===== src/rtl/core_mem_sequencer_if.sv =====
// Shared single-ported memory bus between the sequencer (master) and the unified memory (slave).
// A transfer completes on any cycle where mem_req and mem_ack are both high.
interface core_mem_sequencer_if;
  logic        mem_req;
  logic        mem_we;
  logic [31:0] mem_addr;
  logic [31:0] mem_wdata;
  logic [31:0] mem_rdata;
  logic        mem_ack;

  modport master (
    output mem_req,
    output mem_we,
    output mem_addr,
    output mem_wdata,
    input  mem_rdata,
    input  mem_ack
  );

  modport slave (
    input  mem_req,
    input  mem_we,
    input  mem_addr,
    input  mem_wdata,
    output mem_rdata,
    output mem_ack
  );
endinterface


===== src/rtl/core_mem_sequencer.sv =====
// Multi-cycle sequencer sharing one unified memory between instruction fetch and data access;
// the commit strobe is the only enable the datapath may use for PC and register-file updates.
module core_mem_sequencer #(
  parameter logic [31:0] RESET_PC = 32'h0000_0000,
  parameter int unsigned TIMEOUT  = 16
) (
  input  logic                        clk,
  input  logic                        reset,
  input  logic [31:0]                 pc_next,
  input  logic [31:0]                 core_addr,
  input  logic [31:0]                 core_wdata,
  input  logic                        core_mem_write,
  input  logic                        core_mem_read,
  input  logic                        core_halt,
  output logic [31:0]                 pc,
  output logic [31:0]                 instruction,
  output logic [31:0]                 load_data,
  output logic                        commit,
  output logic                        halted,
  output logic                        bus_error,
  output logic [31:0]                 retired,
  core_mem_sequencer_if.master        mem
);

  // Counter only needs to reach TIMEOUT-1: the TIMEOUT-th unacked cycle triggers the error.
  localparam int unsigned CntW = (TIMEOUT < 2) ? 1 : $clog2(TIMEOUT);
  localparam logic [CntW-1:0] WaitLast = CntW'(TIMEOUT - 1);

  typedef enum logic [2:0] {
    StBoot,
    StFetch,
    StExec,
    StData,
    StCommit,
    StHalted
  } state_e;

  state_e          state_q;
  logic [31:0]     pc_q;
  logic [31:0]     instruction_q;
  logic [31:0]     load_data_q;
  logic [31:0]     retired_q;
  logic            commit_q;
  logic            halted_q;
  logic            bus_error_q;
  logic            mem_req_q;
  logic            mem_we_q;
  logic [31:0]     mem_addr_q;
  logic [31:0]     mem_wdata_q;
  logic [CntW-1:0] wait_cnt_q;
  logic            wait_expired;

  assign wait_expired = (wait_cnt_q == WaitLast);

  always_ff @(posedge clk or posedge reset) begin
    if (reset) begin
      state_q       <= StBoot;
      pc_q          <= RESET_PC;
      instruction_q <= 32'h0;
      load_data_q   <= 32'h0;
      retired_q     <= 32'h0;
      commit_q      <= 1'b0;
      halted_q      <= 1'b0;
      bus_error_q   <= 1'b0;
      mem_req_q     <= 1'b0;
      mem_we_q      <= 1'b0;
      mem_addr_q    <= 32'h0;
      mem_wdata_q   <= 32'h0;
      wait_cnt_q    <= '0;
    end else begin
      commit_q <= 1'b0;
      case (state_q)
        StBoot: begin
          // Fetch request is raised on entry so a zero-wait fetch completes in one cycle.
          mem_req_q  <= (pc_q[1:0] == 2'b00);
          mem_we_q   <= 1'b0;
          mem_addr_q <= pc_q;
          wait_cnt_q <= '0;
          state_q    <= StFetch;
        end
        StFetch: begin
          if (pc_q[1:0] != 2'b00) begin
            bus_error_q <= 1'b1;
            halted_q    <= 1'b1;
            state_q     <= StHalted;
          end else if (mem.mem_ack) begin
            instruction_q <= mem.mem_rdata;
            mem_req_q     <= 1'b0;
            state_q       <= StExec;
          end else if (wait_expired) begin
            bus_error_q <= 1'b1;
            halted_q    <= 1'b1;
            mem_req_q   <= 1'b0;
            state_q     <= StHalted;
          end else begin
            wait_cnt_q <= wait_cnt_q + 1'b1;
          end
        end
        StExec: begin
          if (core_mem_write || core_mem_read) begin
            mem_req_q   <= 1'b1;
            mem_we_q    <= core_mem_write;
            mem_addr_q  <= core_addr;
            mem_wdata_q <= core_wdata;
            wait_cnt_q  <= '0;
            state_q     <= StData;
          end else begin
            commit_q <= 1'b1;
            state_q  <= StCommit;
          end
        end
        StData: begin
          if (mem.mem_ack) begin
            // A combined read+write is treated as a store: load_data is left untouched.
            if (!mem_we_q) begin
              load_data_q <= mem.mem_rdata;
            end
            mem_req_q <= 1'b0;
            mem_we_q  <= 1'b0;
            commit_q  <= 1'b1;
            state_q   <= StCommit;
          end else if (wait_expired) begin
            bus_error_q <= 1'b1;
            halted_q    <= 1'b1;
            mem_req_q   <= 1'b0;
            mem_we_q    <= 1'b0;
            state_q     <= StHalted;
          end else begin
            wait_cnt_q <= wait_cnt_q + 1'b1;
          end
        end
        StCommit: begin
          retired_q <= retired_q + 32'd1;
          if (core_halt) begin
            halted_q <= 1'b1;
            state_q  <= StHalted;
          end else begin
            pc_q       <= pc_next;
            mem_req_q  <= (pc_next[1:0] == 2'b00);
            mem_we_q   <= 1'b0;
            mem_addr_q <= pc_next;
            wait_cnt_q <= '0;
            state_q    <= StFetch;
          end
        end
        StHalted: begin
          state_q <= StHalted;
        end
        default: begin
          halted_q  <= 1'b1;
          mem_req_q <= 1'b0;
          state_q   <= StHalted;
        end
      endcase
    end
  end

  assign pc            = pc_q;
  assign instruction   = instruction_q;
  assign load_data     = load_data_q;
  assign retired       = retired_q;
  assign commit        = commit_q;
  assign halted        = halted_q;
  assign bus_error     = bus_error_q;
  assign mem.mem_req   = mem_req_q;
  assign mem.mem_we    = mem_we_q;
  assign mem.mem_addr  = mem_addr_q;
  assign mem.mem_wdata = mem_wdata_q;

endmodule


===== src/flat_wrapper.sv =====
// flat-port wrapper written by rule: the top's interface ports become plain ports
module core_mem_sequencer_flat 
#(
  parameter logic [31:0] RESET_PC = 32'h0000_0000,
  parameter int unsigned TIMEOUT  = 16
)
  (clk, reset, pc_next, core_addr, core_wdata, core_mem_write, core_mem_read, core_halt, pc, instruction, load_data, commit, halted, bus_error, retired, mem_mem_req, mem_mem_we, mem_mem_addr, mem_mem_wdata, mem_mem_rdata, mem_mem_ack);
  core_mem_sequencer_if mem_i ();
  input  logic clk;
  input  logic reset;
  input  logic [31:0] pc_next;
  input  logic [31:0] core_addr;
  input  logic [31:0] core_wdata;
  input  logic core_mem_write;
  input  logic core_mem_read;
  input  logic core_halt;
  output logic [31:0] pc;
  output logic [31:0] instruction;
  output logic [31:0] load_data;
  output logic commit;
  output logic halted;
  output logic bus_error;
  output logic [31:0] retired;
  output wire logic [$bits(mem_i.mem_req)-1:0] mem_mem_req;
  output wire logic [$bits(mem_i.mem_we)-1:0] mem_mem_we;
  output wire logic [$bits(mem_i.mem_addr)-1:0] mem_mem_addr;
  output wire logic [$bits(mem_i.mem_wdata)-1:0] mem_mem_wdata;
  input wire logic [$bits(mem_i.mem_rdata)-1:0] mem_mem_rdata;
  input wire logic [$bits(mem_i.mem_ack)-1:0] mem_mem_ack;
  assign mem_mem_req = mem_i.mem_req;
  assign mem_mem_we = mem_i.mem_we;
  assign mem_mem_addr = mem_i.mem_addr;
  assign mem_mem_wdata = mem_i.mem_wdata;
  assign mem_i.mem_rdata = mem_mem_rdata;
  assign mem_i.mem_ack = mem_mem_ack;
  core_mem_sequencer #(.RESET_PC(RESET_PC), .TIMEOUT(TIMEOUT)) u_core (.clk(clk), .reset(reset), .pc_next(pc_next), .core_addr(core_addr), .core_wdata(core_wdata), .core_mem_write(core_mem_write), .core_mem_read(core_mem_read), .core_halt(core_halt), .pc(pc), .instruction(instruction), .load_data(load_data), .commit(commit), .halted(halted), .bus_error(bus_error), .retired(retired), .mem(mem_i));
endmodule

===== config.mk =====
export PLATFORM = sky130hd
export DESIGN_NAME = core_mem_sequencer_flat
export DESIGN_NICKNAME = d
export VERILOG_FILES = /design/src/rtl/core_mem_sequencer_if.sv /design/src/rtl/core_mem_sequencer.sv /design/src/flat_wrapper.sv
export SDC_FILE = /design/constraint.sdc
export NUM_CORES = 1
export LEC_CHECK = 0
export CORE_UTILIZATION = 49
export CTS_BUF_LIST = sky130_fd_sc_hd__clkbuf_4 sky130_fd_sc_hd__clkbuf_8
export DETAILED_ROUTE_END_ITERATION = 12
export GPL_TIMING_DRIVEN = 0
export PLACE_DENSITY = 0.91
export SLEW_MARGIN = 25
export SYNTH_ARGS = -nofsm -noshare
export SYNTH_HDL_FRONTEND = slang
export SYNTH_SLANG_ARGS = --single-unit

===== constraint.sdc =====
create_clock -name clk -period 16.3 [get_ports clk]
set_input_delay 2.445 -clock clk [delete_from_list [all_inputs] [get_ports clk]]
set_output_delay 2.445 -clock clk [all_outputs]
set_load 0.1 [all_outputs]

==> summary.txt <==
Status - completed
Vias in the first global route - 7,524
Share of layout cells above drive strength 1 - 20.92%
Critical Setup Path Class - register to primary output
Post-route setup slack - 11.66 ns
Syn Area/Cell - 13.12 um2
Worst Hold Path EP - u_core.bus_error
Top-Level Pins - 331
Max Clock Freq - 0.2156 GHz
CP Data Required Time - 13.86 ns
Port Buf Inserts - 330
Hold Path Depth - 1
Worst path bufs/invs - 1
Distinct cells, synth - 44
Worst Path Max Fanout - 7
WL/cell - 20.21 um
Prevailing post-synth register cell - dfrtp_1
Slew @ Worst Pin - 1.054 ns
Largest net degree at the start of global routing - 84
Leading post-synthesis cells by cell area - dfrtp_1, mux2_2, mux2_4, a22oi_1, xnor2_1
Number of flops mapped to enable cells by yosys - 0
Post-DR vias/cell - 5.455
Die height - 134.2 um
Area leader, netlist - dfrtp_1
RR Startpoint - u_core.state_q[0]
Chip width - 134.2 um
Grt total ovfl - 0
Max cap viols - 0
Clock slew at reported path FFs - 0.06 ns
Slowest CP cell - clkdlybuf4s50_1
Overall routing resource usage - 28.95%
Num CTS Buffers - 36
Post-CTS Resized - 0
Final Setup Violations - 0
Critical path endpoint category - primary output
# diodes - 0
Clk sink count - 204
Slowest Stage Delay on Critical Path - 1.19 ns
Final HPWL DP - 18,630 um
Post-synth top cells - dfrtp_1, mux2_2, nand2_1
GPL Wtd Cong - 0.8428
Family with the most delay on the worst path - buffers and inverters
DP Worst Slack - 11.67 ns
Remaining antenna violation count - 0
Router iterations before antenna repair - 5
Final Cycle Share - 28.46%
CTS Buffer Depth - 3
Yosys warning count - 0
CTS Hold Bufs - 0
Post-Syn Area - 8569 um2
CP startpoint kind - register
Clock skew - 0.01481 ns
Crit path time final - 4.639 ns
Worst Min Path Start - u_core.bus_error
Initial Util - 50.95%
VDD IR max - 178.5 uV
Arrival time at the worst endpoint - 2.19 ns
Max_slew headroom - 29.49%
Synth-to-layout area growth - 51.29%
Final #Nets - 1,159
Hold Vio Cnt, Final - 0
Routed wire length - 25,600 um
Total power - 2458 uW
Core box area - 16,820 um2
Synth top area share - 59.57%
DRC - 0
Via count - 6,912
Initial antenna violation count - 0
Final Util - 77.09%
Reg2reg end - u_core.mem.mem_addr[7]
Row cnt - 47
Fillers - 1,086
RSZ-0062 raised after global routing - false
Post-synthesis cell count - 653
Setup Buffers After CTS - 0
CTS Root Cell - clkbuf_8
R2R Setup Slk - 14.02 ns
Die area - 18,020 um2
Worst Reg-to-Reg Cells - 5
Post-synthesis sequential area ratio - 59.57%
Syn_nets - 789
Top-count cell post-synth - dfrtp_1
Sum of negative setup slack - 0 ns
H-tree depth - 2
Cells along the critical path - clkdlybuf4s50_1
Pins over their slew limit - 0
Type of the worst min-delay path - register to register
Leak pwr - 0.005581 uW
Clock Latency Late Sink - 0.51 ns
Asr flop ratio synth - 100.0%
FF+latch count, synth - 204
1st-iter DRT viols - 348
TritonCTS clock tree - done
Power per cell area - 189.6 nW/um2
First-pass GRT wire length - 40,510 um
## worst max path at each step
stage / startpoint / endpoint / cells after the start
2_1_floorplan: reset / u_core.bus_error / 1
3_3_place_gp: reset / u_core.pc[22] / 2
3_5_place_dp: core_mem_write / u_core.mem.mem_wdata[4] / 5
4_1_cts: u_core.pc[1] / pc[1] / 1
5_1_grt: u_core.retired[9] / retired[9] / 1
6_report: u_core.retired[9] / retired[9] / 1
## flip-flops by register name, summed over array words and instances, names as in the netlist
| signal | count |
|---|---|
| u_core.bus_error | 1 |
| u_core.commit | 1 |
| u_core.halted | 1 |
| u_core.instruction | 32 |
| u_core.load_data | 32 |
| u_core.mem.mem_addr | 32 |
| u_core.mem.mem_req | 1 |
| u_core.mem.mem_wdata | 32 |
| u_core.mem.mem_we | 1 |
| u_core.pc | 32 |
| u_core.retired | 32 |
| u_core.state_q | 3 |
| u_core.wait_cnt_q | 4 |
## cell families (layout without fill, tap and decap cells)
| logic type | Yosys count | after routing | share of synthesized area [%] |
|---|---|---|---|
| simple gates | 160 | 160 | 9.315 |
| xor+xnor | 31 | 31 | 3.168 |
| compound gates | 91 | 91 | 7.359 |
| fa+ha+maj | 2 | 2 | 0.2920 |
| flops | 204 | 204 | 59.57 |
| mux | 129 | 129 | 18.22 |
| buf+inv | 36 | 430 | 2.073 |
## metrics by stage
stage | std cells | hold slack (ns) | area, um2
after floorplan | 653 | 0.4719 | 8569
after global placement | 1203 | 0.4541 | 12150
after detailed placement | 1205 | 0.4658 | 12210
after CTS | 1267 | 0.4803 | 12960
after global routing | 1267 | 0.5114 | 12960
final | 1267 | 0.4771 | 12960
## area by class of cell
cell class	instances	area, um2	share of cell area [%]
clock inverters	4	25.02	0.1930
well taps	220	275.3	2.123
repair buffers	332	3358	25.90
plain buffers	32	162.7	1.255
clock buffers	58	729.5	5.626
multi-input cells	413	3287	25.35
flip-flops and latches	204	5105	39.37
inverters	4	22.52	0.1737
## per-layer routing
layer	part of all wire, %	routed length [um]	global-route usage, %	vias to the layer above
met1	37	9500	33.54	3390
met5	0	0	1.111	-
met4	4.1	1037	13.23	0
met2	51	12980	50.06	342
met3	8.1	2083	7.672	71
li1	-	-	-	3109
## power breakdown
group / leakage, uW / switching [uW] / internal (uW)
Combinational: 0.00261 / 970 / 304
Sequential: 0.00257 / 77.6 / 621
Clock: 0.000397 / 203 / 282
## layout by cell type, fill, tap and decap left out, drive strengths merged, types with 2 or more instances in the layout
master	count
clkbuf	70
ha	2
mux2	129
nand4	14
nand2b	7
a31oi	33
xor2	4
clkinv	2
xnor2	27
inv	4
clkinvlp	2
nand3	15
o21bai	2
a21o	4
nor3	3
dfrtp	204
o22ai	2
a22oi	33
nor4	5
a21oi	3
clkdlybuf4s50	330
nor2	45
and3	6
nor3b	3
o21ai	6
buf	22
nand2	54
and4	2
Note: power is estimated with default switching activity, not from simulation.
